## src/rtl/fic_apb_pkg.sv

```systemverilog
// fic_apb_pkg: shared types and defaults for the fabric-side APB3 requester.
// Holds the FSM state encoding, default bus widths and the width of the
// optional ACCESS-phase timeout counter.
package fic_apb_pkg;
    localparam int FIC_ADDR_W = 32;
    localparam int FIC_DATA_W = 32;
    localparam int TMO_W = 16;
    typedef enum logic [1:0] {IDLE, SETUP, ACCESS, RESP} state_t;
endpackage

```

## src/rtl/fic_apb_requester.sv

```systemverilog
// fic_apb_requester: turns a valid/ready command stream into single APB3
// transfers on the MSS AMBA_MASTER_0 port and returns read data / error
// status on a valid/ready response stream. Traffic is held off until MSS_READY.
// Ports:
//   FIC_0_CLK, FAB_RESET_N (async active-low)  clock and reset
//   MSS_READY                                   gates command acceptance
//   CMD_VALID/READY/WRITE/ADDR/WDATA            command stream
//   RSP_VALID/READY/RDATA/ERR                   response stream
//   PADDR/PSEL/PENABLE/PWRITE/PWDATA            APB request
//   PRDATA/PREADY/PSLVERR                       APB completion
// Optional: define FIC_APB_REQ_TIMEOUT_EN to abort ACCESS phases that wait
// TIMEOUT_CYCLES cycles without PREADY.
module fic_apb_requester
    import fic_apb_pkg::*;
#(
    parameter int ADDR_W = FIC_ADDR_W,
    parameter int DATA_W = FIC_DATA_W,
    parameter int TIMEOUT_CYCLES = 256
) (
    input  logic              FIC_0_CLK,
    input  logic              FAB_RESET_N,
    input  logic              MSS_READY,
    input  logic              CMD_VALID,
    output logic              CMD_READY,
    input  logic              CMD_WRITE,
    input  logic [ADDR_W-1:0] CMD_ADDR,
    input  logic [DATA_W-1:0] CMD_WDATA,
    output logic              RSP_VALID,
    input  logic              RSP_READY,
    output logic [DATA_W-1:0] RSP_RDATA,
    output logic              RSP_ERR,
    output logic [ADDR_W-1:0] PADDR,
    output logic              PSEL,
    output logic              PENABLE,
    output logic              PWRITE,
    output logic [DATA_W-1:0] PWDATA,
    input  logic [DATA_W-1:0] PRDATA,
    input  logic              PREADY,
    input  logic              PSLVERR
);
    state_t state;
    logic   tmo_hit;

`ifdef FIC_APB_REQ_TIMEOUT_EN
    logic [TMO_W-1:0] tmo_cnt;
    // counter is zero whenever ACCESS is entered because it is held clear outside ACCESS
    assign tmo_hit = !PREADY && tmo_cnt == TMO_W'(TIMEOUT_CYCLES - 1);
    always_ff @(posedge FIC_0_CLK or negedge FAB_RESET_N) begin
        if (!FAB_RESET_N)
            tmo_cnt <= '0;
        else if (state != ACCESS)
            tmo_cnt <= '0;
        else if (!PREADY)
            tmo_cnt <= tmo_cnt + 1'b1;
    end
`else
    logic unused_timeout;
    assign unused_timeout = TIMEOUT_CYCLES != 0;
    assign tmo_hit = 1'b0;
`endif

    always_ff @(posedge FIC_0_CLK or negedge FAB_RESET_N) begin
        if (!FAB_RESET_N) begin
            state     <= IDLE;
            CMD_READY <= 1'b0;
            RSP_VALID <= 1'b0;
            RSP_RDATA <= '0;
            RSP_ERR   <= 1'b0;
            PADDR     <= '0;
            PSEL      <= 1'b0;
            PENABLE   <= 1'b0;
            PWRITE    <= 1'b0;
            PWDATA    <= '0;
        end else begin
            case (state)
                IDLE: begin
                    if (CMD_VALID && CMD_READY) begin
                        PADDR     <= CMD_ADDR;
                        PWRITE    <= CMD_WRITE;
                        // reads leave PWDATA at its previous value
                        if (CMD_WRITE)
                            PWDATA <= CMD_WDATA;
                        PSEL      <= 1'b1;
                        PENABLE   <= 1'b0;
                        CMD_READY <= 1'b0;
                        state     <= SETUP;
                    end else begin
                        CMD_READY <= MSS_READY;
                    end
                end
                SETUP: begin
                    PENABLE <= 1'b1;
                    state   <= ACCESS;
                end
                ACCESS: begin
                    if (PREADY) begin
                        RSP_RDATA <= PWRITE ? '0 : PRDATA;
                        RSP_ERR   <= PSLVERR;
                        PSEL      <= 1'b0;
                        PENABLE   <= 1'b0;
                        RSP_VALID <= 1'b1;
                        state     <= RESP;
                    end else if (tmo_hit) begin
                        RSP_RDATA <= '0;
                        RSP_ERR   <= 1'b1;
                        PSEL      <= 1'b0;
                        PENABLE   <= 1'b0;
                        RSP_VALID <= 1'b1;
                        state     <= RESP;
                    end
                end
                RESP: begin
                    if (RSP_READY) begin
                        RSP_VALID <= 1'b0;
                        // reload here so CMD_READY is up in the first IDLE cycle
                        CMD_READY <= MSS_READY;
                        state     <= IDLE;
                    end
                end
                default: state <= IDLE;
            endcase
        end
    end
endmodule

```

## config.mk

```make
export PLATFORM = sky130hd
export DESIGN_NAME = fic_apb_requester
export DESIGN_NICKNAME = d
export VERILOG_FILES = /design/src/rtl/fic_apb_pkg.sv /design/src/rtl/fic_apb_requester.sv
export SDC_FILE = /design/constraint.sdc
export NUM_CORES = 1
export LEC_CHECK = 0
export ABC_AREA = 1
export CORE_ASPECT_RATIO = 1.1
export CORE_MARGIN = 10
export CORE_UTILIZATION = 37
export CTS_CLUSTER_DIAMETER = 80
export DETAILED_ROUTE_END_ITERATION = 10
export GPL_TIMING_DRIVEN = 0
export PLACE_DENSITY_LB_ADDON = 0.3
export SLEW_MARGIN = 20
export SYNTH_ARGS = -nofsm -noshare
export SYNTH_HDL_FRONTEND = slang
export SYNTH_SLANG_ARGS = --single-unit
```

## constraint.sdc

```tcl
create_clock -name FIC_0_CLK -period 1.4 [get_ports FIC_0_CLK]
set_clock_uncertainty 0.15 [all_clocks]
set_input_delay 0.28 -clock FIC_0_CLK [delete_from_list [all_inputs] [get_ports FIC_0_CLK]]
set_output_delay 0.28 -clock FIC_0_CLK [all_outputs]
set_load 0.02 [all_outputs]
```

Word level (Yosys, flattened, before mapping)
Cells that the tools add are included.

cells by class
  equal/unequal tests = 6
  $add $sub $neg = 0
  reductions and logical operators = 14
  multipliers = 0
  bitwise operators = 0
  muxes and demuxes = 16
  shift operators = 0
  divide/modulo/power cells = 0
  $lt $le $gt $ge = 0

operator list
  kind                                                             count
  32-bit two-way mux                                               1
  3-bit AND reduction                                              5
  2-bit one-hot mux with 4 select lines                            1
  1-bit two-way mux                                                7
  2-bit two-way mux                                                3
  2-bit inequality test, second input constant                     3
  1-bit one-hot mux with 2 select lines                            3
  2-bit AND reduction                                              3
  2-bit nonzero test                                               3
  2-bit == test, second input constant                             2
  1-bit one-hot mux with 3 select lines                            1
  3-bit nonzero test                                               1
  2-bit by 1-bit == test with 1-bit output, second input constant  1
  2-bit zero test                                                  1
  1-bit logical AND                                                1

storage, ports and cells
  output and inout bits = 102
  input port bits = 104
  bits in registers = 104
  logic and storage cells = 46
  RAM bits = 0
  memories kept = 0
  latch bits = 0
  bits in read-only memories = 0

Longest topological paths before layout
Gate-level depths: netlist of the first run.

  depth after elaboration = 3
  depth in mapped cells = 8

Worst setup path before layout of the first run
No wires, ideal clock.

  path kind = flip-flop to flip-flop
  from = reg state[0]
  to = reg PWDATA[10]
  data required time = 1.133 ns
  path buffers = 1
  period minus slack after synthesis = 1.549 ns
  slack = -0.149 ns
  arrival = 1.282 ns
  stages on the path, launching flop included = 9
  path through = dfrtp_1 > inv_1 > ha_1 > inv_2 > nor2_4 > nand2_2 > buf_2 > nand2_1 > nand2_1

on the way
  longest elaborated chain between the ends = 2

ends and longest elaborated chain
  item                                  RTL line                 source
  start, declared                       fic_apb_requester.sv:41  state_t state;
  start signal, assigned                fic_apb_requester.sv:64  state <= IDLE;
  start signal, assigned                fic_apb_requester.sv:86  state <= SETUP;
  start signal, assigned                fic_apb_requester.sv:93  state <= ACCESS;
  2-bit zero test                       fic_apb_requester.sv:75  case (state)
  3-bit AND reduction (no source line)  -
  end signal, assigned                  fic_apb_requester.sv:73  PWDATA <= '0;
  end signal, assigned                  fic_apb_requester.sv:82  PWDATA <= CMD_WDATA;
  end, declared                         fic_apb_requester.sv:36  output logic [DATA_W-1:0] PWDATA,

No other way between the ends.
A chain may end at the register's enable or synchronous reset.

Worst setup path after layout of the first run
  from = reg state[1]
  to = reg PWDATA[20]

Same word-level chain as after synthesis.

==> flow_summary.yaml, run 1 <==
sta:
  finalCritPeriodShare_pct: 116
  hold_viol: 0
  drv_slew: 0
  hold_slack_ps: 158
  slew-limit-headroom_pct: 67.7
  rsz0062_at_grt: "true"
  layout_min_cycle_time_ps: 1630
  clock.fmax_mhz: 613
  setup_viol: 103
  setup_slack_ps: -231
  worstMarginPinSlew_ps: 485
synth:
  ys_seq_area_share_pct: 60.9
  yosys.area.top_type: "dfrtp_1"
  synth_area_leaders: "dfrtp_1, nand2_1, o21ai_0"
  syn_area_per_cell_um2: 9.00
  synthDistinctLibCells: 17
  synth_top_area_share_pct: 60.9
  ys_ff_latch: 104
  syn_inst: 475
  ys_warn_count: 0
  syn_area_um2: 4280
  syn-num-nets: 585
clock_tree:
  cts_made_buffers: 9
  cts_tree: "built"
  clockRootBuffer: "clkbuf_16"
  htreeDepth: 3
  path_clk_slew_ps: 70
  clock_path_buffers: 2
  clk_latency_ps: 330
  cts_sinks: 104
cells_and_area:
  utilization_pct: 61.9
  post_layout_nonfiller_instances: 873
  fin_nets: 828
  drive_gt1_share_pct: 36.9
  antenna-diode-count: 0
  area_growth_pct: 65.0
global_route:
  met2_usage_pct: 31.6
  grt_remaining_overflow: 0
  grt_busiest_layer: "met2"
  antenna_found_initial: 0
  grt_max_degree: 66
  met3_usage_pct: 4.17
  grt_pass1_wl_mm: 23.0
  grt_use_total_pct: 17.8
  grt_pass1_vias: 4147
  met1_usage_pct: 19.8
power:
  power_density_nw_per_um2: 2240
  leakage_nw: 3.63
  ir_drop_mv: 1.08
outcome:
  status: "complete, but fails checks"
  violations: "negative setup slack"
worst_hold_path:
  holdPathEnd: "PWDATA[0]"
  holdCritPathClass: "in -> reg"
  min_from: "CMD_WRITE"
  whs_path_depth: 3
setup_path:
  worstPathMaxFanout: 5
  worst-r2r-setup-slack_ps: -230
  start_kind: "register"
  ff2ff_path_depth: 9
  r2r-end: "PWDATA[20]"
  worstReg2RegStart: "state[1]"
  cp.arrival_ps: 1700
  critical_path_class: "reg -> reg"
  cp-end-kind: "register"
  crit_required_ps: 1470
drt:
  firstDrtPassIters: 4
  drc: 0
  drtIter0Drc: 201
  finalWirelength_mm: 14.7
  viasPerCell: 4.64
  ant_nets: 0
  wl_per_cell_um: 16.9
  vias: 4049
placement:
  placedCellCount: 830
  place_congestion: 0.789
  hpwlAfterDp_mm: 10.8
  portBuffers: 204
die:
  rows: 41
  die-area_um2: 16300
  coreArea_um2: 11400
  num_io_pins: 206
  die_h_um: 133
  initial_core_util_pct: 37.5
  fp.dieW_um: 122
job:
  drv_cap: 0
==> power breakdown <==
part	total, mW	switching [mW]	leakage (nW)	internal (mW)
clock	2.77	1.05	0.163	1.72
combinational	7.72	4.72	2.14	3.00
sequential	5.30	0.859	1.32	4.44
==> per-stage QoR <==
stage | total power [mW] | instance area, µm² | TNS, ps | worst slack, ps
after global placement | 13.0 | 6550 | -449750 | -4000
after floorplan | 9.12 | 4320 | -2800 | -50.4
after CTS | 15.1 | 6690 | -16710 | -210
final | 15.8 | 7050 | -16270 | -231
after global routing | 16.9 | 7050 | -23200 | -289
after detailed placement | 13.2 | 6570 | -37200 | -443
==> timing repair <==
action | in CTS | in global routing
setup buffers | 10 | 8
resized for setup | 461 | 118
endpoints found under the setup margin | 203 | 145
hold buffers | 1 | 0
hold endpoints to repair | 64 | 0
gates cloned | 8 | 2
pin swaps | 10 | 19
==> final cells by class <==
type	instances	area, µm²
fill	1006	4340
inverter	12	60.1
sequential	104	2600
tap	150	188
clock inverter	2	60.1
multi-input combinational	333	1780
timing repair buffer	231	1810
buffer	27	280
clock buffer	14	274
==> sequential cells by signal, summed over array words and instances (netlist names) <==
register	cells
PSEL	1
PADDR	32
CMD_READY	1
RSP_VALID	1
PWRITE	1
RSP_ERR	1
RSP_RDATA	32
PWDATA	32
state	2
PENABLE	1
==> synthesized netlist by cell type (all sizes together) <==
master	n
nand2	248
ha	6
inv	12
buf	23
nand3	37
nand4	4
clkbuf	4
a21oi	2
o21ai	34
dfrtp	104
nor2	1
==> critical path: stages, from the launching register on <==
cell and delay, ps:
dfrtp_2 430, inv_2 90, ha_4 150, inv_4 40, nor2_4 150, buf_6 170
nand2_8 80, buf_6 150, nand2_1 50, nand2_1 50
==> routing by layer <==
metal	part of all wire (%)	vias to the layer above
met5	0	-
met4	1.7	0
met3	5.1	12
met2	55	102
met1	39	1959
li1	-	1976
==> cells by family after synthesis <==
family | count (synthesis) | share of synthesized area [%]
AOI/OAI and AO/OA | 36 | 4.21
and+or+nand+nor | 290 | 28.2
buffers and inverters | 39 | 4.98
DFF | 104 | 60.9
adders and majority gates | 6 | 1.76
==> worst max path at each step <==
stage                      startpoint       endpoint  depth (start not counted)
after floorplan              state[0]  RSP_RDATA[10]                          7
after detailed placement    CMD_VALID     PWDATA[17]                          7
final                        state[1]     PWDATA[20]                          9
after global routing         state[1]     PWDATA[26]                          9
after global placement    FAB_RESET_N  RSP_RDATA[31]                          1
after CTS                    state[0]     PWDATA[10]                          9
==> layout by cell type (no fill, tap or decap), types with 13 or more instances in the layout <==
cell type and instances:
buf_2 105, buf_4 14, buf_6 17, clkdlybuf4s50_1 101, dfrtp_1 103, nand2_1 178
nand2_2 62, nand3_1 24, nand3_2 13, o21ai_0 14, o21ai_1 17
Power figures use the tool's default switching activity.
==> inputs of run 2 (changes only) <==
==> constraint.sdc (replaced) <==
create_clock -name FIC_0_CLK -period 1.4 [get_ports FIC_0_CLK]
set_clock_uncertainty 0.15 [all_clocks]
set_input_delay 0.42 -clock FIC_0_CLK [delete_from_list [all_inputs] [get_ports FIC_0_CLK]]
set_output_delay 0.42 -clock FIC_0_CLK [all_outputs]
set_load 0.02 [all_outputs]
==> flow_summary.yaml, run 2 (synthesis gave the netlist of run 1 again) <==
outcome:
  status: "complete, but fails checks"
  violations: "negative hold slack, negative setup slack"
cells_and_area:
  antenna-diode-count: 0
  final_common_cell: "nand2_1"
  top_regs: "PADDR: 32 flops, PWDATA: 32 flops, RSP_RDATA: 32 flops"
  drive_gt1_share_pct: 41.9
  post_layout_nonfiller_instances: 928
  final_cell_mix: "nand2_1, buf_6, dfrtp_1"
  fin_nets: 883
  final.fill_count: 819
  multi_input_area_um2: 1790
  regArea_um2: 2600
  area_growth_pct: 90.8
  utilization_pct: 71.6
clock_tree:
  path_clk_slew_ps: 70
  cts_made_buffers: 9
  clock_path_buffers: 2
  clk_latency_ps: 340
  clockRootBuffer: "clkbuf_16"
  cts_sinks: 104
  htreeDepth: 3
  cts_tree: "built"
sta:
  rsz0062_at_grt: "true"
  finalCritPeriodShare_pct: 117
  drv_slew: 0
  slew-limit-headroom_pct: 60.3
  hold_slack_ps: -80.4
  setup_slack_ps: -234
  worstMarginPinSlew_ps: 595
  clock.fmax_mhz: 612
  setup_viol: 205
  hold_viol: 64
  layout_min_cycle_time_ps: 1630
global_route:
  grt_use_total_pct: 17.8
  grt_pass1_vias: 4224
  grt_pass1_wl_mm: 23.0
  grt_remaining_overflow: 0
  grt_max_degree: 66
  antenna_found_initial: 0
drt:
  drc: 0
  vias: 4319
  viasPerCell: 4.65
  drtIter0Drc: 201
  firstDrtPassIters: 4
  finalWirelength_mm: 15.7
  ant_nets: 0
  wl_per_cell_um: 16.9
die:
  die-area_um2: 16300
  fp.dieW_um: 122
  die_h_um: 133
  num_io_pins: 206
  rows: 41
  initial_core_util_pct: 37.5
  coreArea_um2: 11400
power:
  p_int_mw: 11.7
  switching_share_pct: 38.3
  ir_drop_mv: 1.19
  power_density_nw_per_um2: 2330
  leakage_nw: 4.09
  pwr-share-comb_pct: 56.0
  p_sw_mw: 7.28
  power_frac_seq_pct: 29.4
  clockPowerShare_pct: 14.6
placement:
  pre_cts_ws_ps: -583
  portBuffers: 204
  placedCellCount: 830
  place_congestion: 0.789
  hpwlAfterDp_mm: 10.8
setup_path:
  cp.arrival_ps: 1710
  crit_required_ps: 1480
  cp-end-kind: "register"
  critical_path_class: "reg -> reg"
  start_kind: "register"
  worstPathMaxFanout: 5
job:
  drv_cap: 0
worst_hold_path:
  holdCritPathClass: "in -> async"
==> run 2: final cells by class <==
type | count | area share, %
clock inverter | 2 | 0.736
inverter | 12 | 0.675
sequential | 104 | 31.9
tap | 150 | 2.30
clock buffer | 14 | 3.36
multi-input combinational | 333 | 22.0
buffer | 27 | 3.65
timing repair buffer | 286 | 35.4
==> run 2: power groups by stage <==
stage	sequential [mW]	clock [mW]	combinational, mW
floorplan	6.94	0	2.18
finish	5.58	2.78	10.6
global route	5.71	2.98	11.4
CTS	5.49	2.84	9.00
global placement	5.19	0	7.82
detailed placement	5.25	0	7.98
==> run 2: routing by layer <==
| layer | vias up | global-route usage (%) | wire, µm |
|---|---|---|---|
| li1 | 2089 | - | - |
| met1 | 2091 | 19.6 | 5860 |
| met2 | 121 | 32.1 | 8730 |
| met3 | 18 | 3.79 | 792 |
| met4 | 0 | 7.27 | 327 |
| met5 | - | 0 | 0 |
==> run 2: repair_timing <==
item,4_1_cts,5_1_grt
buffers inserted,29,43
resized for setup,660,129
cloned,7,4
endpoints found under the hold margin,64,64
setup endpoints to repair,203,206
pin swaps,11,16
==> run 2: critical path, stage by stage, from the launching register on <==
cell,delay [ps]
dfrtp_2,430
inv_2,90
ha_4,150
inv_4,40
nor2_4,150
buf_6,170
nand2_8,80
buf_6,150
nand2_2,70
nand2_2,50
==> run 2: metrics by stage <==
stage	setup TNS (ps)	instance area [µm²]	hold WS (ps)	total power, mW
6_report	-19380	8160	-80.4	19.0
5_1_grt	-29190	8160	-40.2	20.0
4_1_cts	-21350	7420	-60.2	17.3
3_5_place_dp	-63950	6570	305	13.2
3_3_place_gp	-490650	6550	304	13.0
2_1_floorplan	-2800	4320	-25.6	9.12
==> run 2: worst paths after layout <==
| check | start | end | slack (ps) | cells past startpoint |
|---|---|---|---|---|
| max | state[1] | PWDATA[9] | -230 | 9 |
| max reg2reg | state[1] | PWDATA[9] | -230 | 9 |
| min in group FIC_0_CLK | CMD_WRITE | PWDATA[0] | 300 | 3 |
| min | FAB_RESET_N | PADDR[8] | -80 | 1 |
| min reg2reg | PWDATA[16] | PWDATA[16] | 350 | 2 |
| max in group asynchronous | FAB_RESET_N | state[1] | 530 | 2 |
==> edit 1, RTL diff (config.mk and constraints of run 2) <==
The package constant `FIC_DATA_W` goes from 32 to 16.
--- a/src/rtl/fic_apb_pkg.sv
+++ b/src/rtl/fic_apb_pkg.sv
@@ -3,7 +3,7 @@
 // optional ACCESS-phase timeout counter.
 package fic_apb_pkg;
     localparam int FIC_ADDR_W = 32;
-    localparam int FIC_DATA_W = 32;
+    localparam int FIC_DATA_W = 16;
     localparam int TMO_W = 16;
     typedef enum logic [1:0] {IDLE, SETUP, ACCESS, RESP} state_t;
 endpackage
Interface: changed (resized CMD_WDATA, PRDATA, PWDATA and RSP_RDATA); port bits go from 206 to 142. The function was not compared with the original's and may differ.
==> edit 1 against run 2 <==
The run ends with setup timing left. Critical endpoint is now PWDATA[0]. Power is 36% lower. Critical path type unchanged. Design area is 34% lower. Largest cell class unchanged. Sequential cell count is 32 lower. Largest power group unchanged. Setup slack better by 0.12 ns. Synthesized area is 31% lower. Count of clock-buffer cells in the layout is 3 lower. Routed wire length is 35% lower. First-iteration DRC count is 40% lower.
==> edit 1: results (changes against run 2) <==
CP Max Fanout = 7 (+2)
Tot GR Track Use = 16.60% (-1.2 points)
met1 Track Usage GR = 18.63% (-0.96 points)
Placed Instances = 584 (-30%)
failing checks = setup timing
share of the synthesized area in the top cell type = 60.99% (+0.12 points)
Port Buffers = 140 (-31%)
Final nets = 619 (-30%)
Worst path max stage delay = 0.45 ns (+0.02 ns)
max_slew headroom = 64.52% (+4.2 points)
met1 WL = 4106 um (-30%)
RD Place Congestion = 0.7770 (-1.5%)
setup ws final = -0.1178 ns (+0.1164 ns)
Syn Nets = 413 (-29%)
Seq/Total Area, Yosys = 60.99% (+0.12 points)
commonest cells in the netlist = 183 x nand2_1, 72 x dfrtp_1, 21 x nand3_1
DRT iter0 DRCs = 120 (-40%)
Final Non-Filler Cells = 654 (-30%)
cts repair resizes = 457 (-31%)
post-CTS setup buffers = 26 (-10%)
DR WL met3 = 714 um (-9.8%)
met2 GRT Util = 29.14% (-2.9 points)
met2 wire len = 5260 um (-40%)
DPL Wire Length = 7075 um (-34%)
Top Registers = PADDR: 32 flops, PWDATA: 16 flops, RSP_RDATA: 16 flops
largest net degree at the start of global routing = 58 (-12%)
vias in the first global route = 3174 (-25%)
VDD IR max = 0.001069 V (-9.9%)
CTS Buffer Depth = 2 (unchanged)
Leak = 2.772 nW (-32%)
Critical Path AT = 1.60 ns (-0.11 ns)
pre-CTS setup slack = -0.5957 ns (-0.01228 ns)
status = complete, but fails checks
final setup vio count = 141 (-31%)
met3 Track Usage GR = 5.245% (+1.5 points)
via count = 2990 (-31%)
synth unique cells = 17 (unchanged)
layout cells sized above 1 = 36.26% (-5.6 points)
DR pass1 iterations = 4 (unchanged)
Syn Inst Count = 335 (-29%)
top cells by area, synth = dfrtp_1 61%, nand2_1 23%, nand3_1 3.6%
WL per Instance = 15.70 um (-7.2%)
Top Family by Delay on Critical Path = flip-flops
Clk Tree Root Cell = clkbuf_8
HP Class = input pin to register
first-pass GRT wire length = 16180 um (-30%)
Post-synth top flop = dfrtp_1
cts bufs inserted = 9 (unchanged)
edit 1: kinds of logic after synthesis:
logic type	count (synthesis)	synth area share (%)
buf+inv	27	4.659
flops	72	60.99
compound gates	20	3.389
fa+ha+maj	6	2.541
simple gates	210	28.42
edit 1: path summary, 6_finish.rpt:
path / to / slack [ns] / start / cells past startpoint
max: PWDATA[0] / -0.12 / state[1] / 9
min: PWDATA[15] / 0.28 / CMD_WRITE / 3
max reg2reg: PWDATA[0] / -0.12 / state[1] / 9
min reg2reg: PADDR[25] / 0.35 / PADDR[25] / 2
max in group asynchronous: state[1] / 0.18 / FAB_RESET_N / 3
min in group asynchronous: PADDR[1] / 0.34 / FAB_RESET_N / 2
edit 1: stage by stage:
| stage | setup TNS, ns | util (%) | power, W | cell area [um^2] |
|---|---|---|---|---|
| finish | -8.557 | 69.02 | 0.01224 | 5403 |
| global route | -14.69 | 69.02 | 0.01302 | 5403 |
| CTS | -9.343 | 65.65 | 0.01160 | 5139 |
| detailed placement | -43.81 | 57.98 | 0.009070 | 4538 |
| global placement | -241.64 | 57.66 | 0.008895 | 4513 |
| floorplan | -2.179 | - | 0.006298 | 2977 |
edit 1: where the power goes:
part	internal, W	total (W)	switching (W)
Sequential	0.00306	0.00382	0.000753
Combinational	0.00358	0.00692	0.00334
Clock	0.000690	0.00150	0.000812
edit 1: final cells by class:
| type | count | area, um^2 |
|---|---|---|
| clock inverters | 5 | 31.28 |
| well taps | 108 | 135.1 |
| repair buffers | 196 | 1964 |
| multi-input cells | 236 | 1144 |
| clock buffers | 11 | 141.4 |
| flip-flops and latches | 72 | 1803 |
| fillers | 612 | 2425 |
| inverters | 12 | 55.05 |
| plain buffers | 14 | 128.9 |
==> edit 2, RTL diff (settings of run 2) <==
Made on the original files. The 4 states of `state_t` get a one-hot encoding in 4 bits.
--- a/src/rtl/fic_apb_pkg.sv
+++ b/src/rtl/fic_apb_pkg.sv
@@ -5,6 +5,6 @@
     localparam int FIC_ADDR_W = 32;
     localparam int FIC_DATA_W = 32;
     localparam int TMO_W = 16;
-    typedef enum logic [1:0] {IDLE, SETUP, ACCESS, RESP} state_t;
+    typedef enum logic [3:0] {IDLE = 4'b0001, SETUP = 4'b0010, ACCESS = 4'b0100, RESP = 4'b1000} state_t;
 endpackage
 
Behaviour: same outputs for any inputs over 10 cycles, from zero or initial values and one cycle with FAB_RESET_N low; not proved beyond that.
==> edit 2 against run 2 <==
The flow still finishes with violations (hold timing, setup timing). First-iteration DRC count up 50%. Power down 3.5%. Routed wire length rose by 15%. Combinational power fell by 5%. Sequential share of layout area decreased by 0.65 points. Hold slack worse by 0.036 ns. Largest power group unchanged. Count of clock-buffer cells in the layout fell by 4. Die area is 1.0% lower. Sequential cell count grew 2. Largest cell class unchanged. Highest routed layer unchanged. Design area increased by 4.1%. Cell count up 0.86%. Synthesized area decreased by 1.2%. Critical path depth fell by 1. Setup slack got worse by 0.097 ns.
==> edit 2: results (changes against run 2) <==
setup ws final = -0.3310 ns (-0.09684 ns)
Non-CTS buffers = 330 (+5.4%)
critical path startpoint = CMD_VALID
Crit-path slowest cell = clkdlybuf4s50_1
Seq cells = 106 (+1.9%)
commonest cells in the netlist = 243 x nand2_1, 105 x dfrtp_1, 75 x nand3_1
Final nets = 889 (+0.68%)
Syn Nets = 573 (-2.1%)
post-CTS setup buffers = 37 (+28%)
Critical Path AT = 1.82 ns (+0.11 ns)
Placed Instances = 821 (-1.1%)
largest net degree at the start of global routing = 56 (-15%)
Worst R2R Path Depth = 8 (-1)
multi-input combinational area share = 21.40% (-0.58 points)
status = complete, but fails checks
final setup vio count = 207 (+0.98%)
Hold WS = -0.1161 ns (-0.03571 ns)
Leak = 4.286 nW (+4.9%)
top cells by area, synth = dfrtp_1 62%, nand2_1 22%, nand3_1 8.9%
DRT iter0 DRCs = 302 (+50%)
RD Place Congestion = 0.7874 (-0.16%)
FF/Latch Area = 0.002656 mm^2 (+2.0%)
clk tree area frac = 3.638% (-0.46 points)
die footprint = 0.01609 mm^2 (-1.0%)
Fin. Hold Viols = 53 (-17%)
layout filler cell count = 680 (-17%)
pre-CTS setup slack = -0.5737 ns (+0.009721 ns)
failing checks = hold timing, setup timing
CP Class = input pin to register
synth unique cells = 15 (-2)
max_slew headroom = 63.37% (+3.1 points)
Inverters = 9 (-3)
-- edit 2: report_power, final --
group	internal (W)	switching [W]	leakage [nW]	total (W)
Clock	0.00156	0.00113	0.145	0.00269
Sequential	0.00443	0.00113	1.37	0.00556
Combinational	0.00522	0.00484	2.78	0.0101
Total	0.0112	0.00709	4.29	0.0183
-- edit 2: cells by family after synthesis --
kind of cell / share of synthesized area [%]
buf+inv: 5.006
simple gates: 31.93
flops: 62.83
compound gates: 0.2370
-- edit 2: layer usage --
layer | vias to the layer above | routed length [um] | global-route usage (%)
li1 | 2100 | - | -
met1 | 2220 | 6338 | 20.53
met2 | 213 | 9491 | 34.37
met3 | 35 | 1831 | 7.584
met4 | 0 | 439 | 7.029
met5 | - | 0 | 0
-- edit 2: worst register-to-register path: cells and delay by family (launching register included) --
kind | cells | cell delay, ns
simple gates | 6 | 0.69
buf+inv | 2 | 0.34
flops | 1 | 0.46
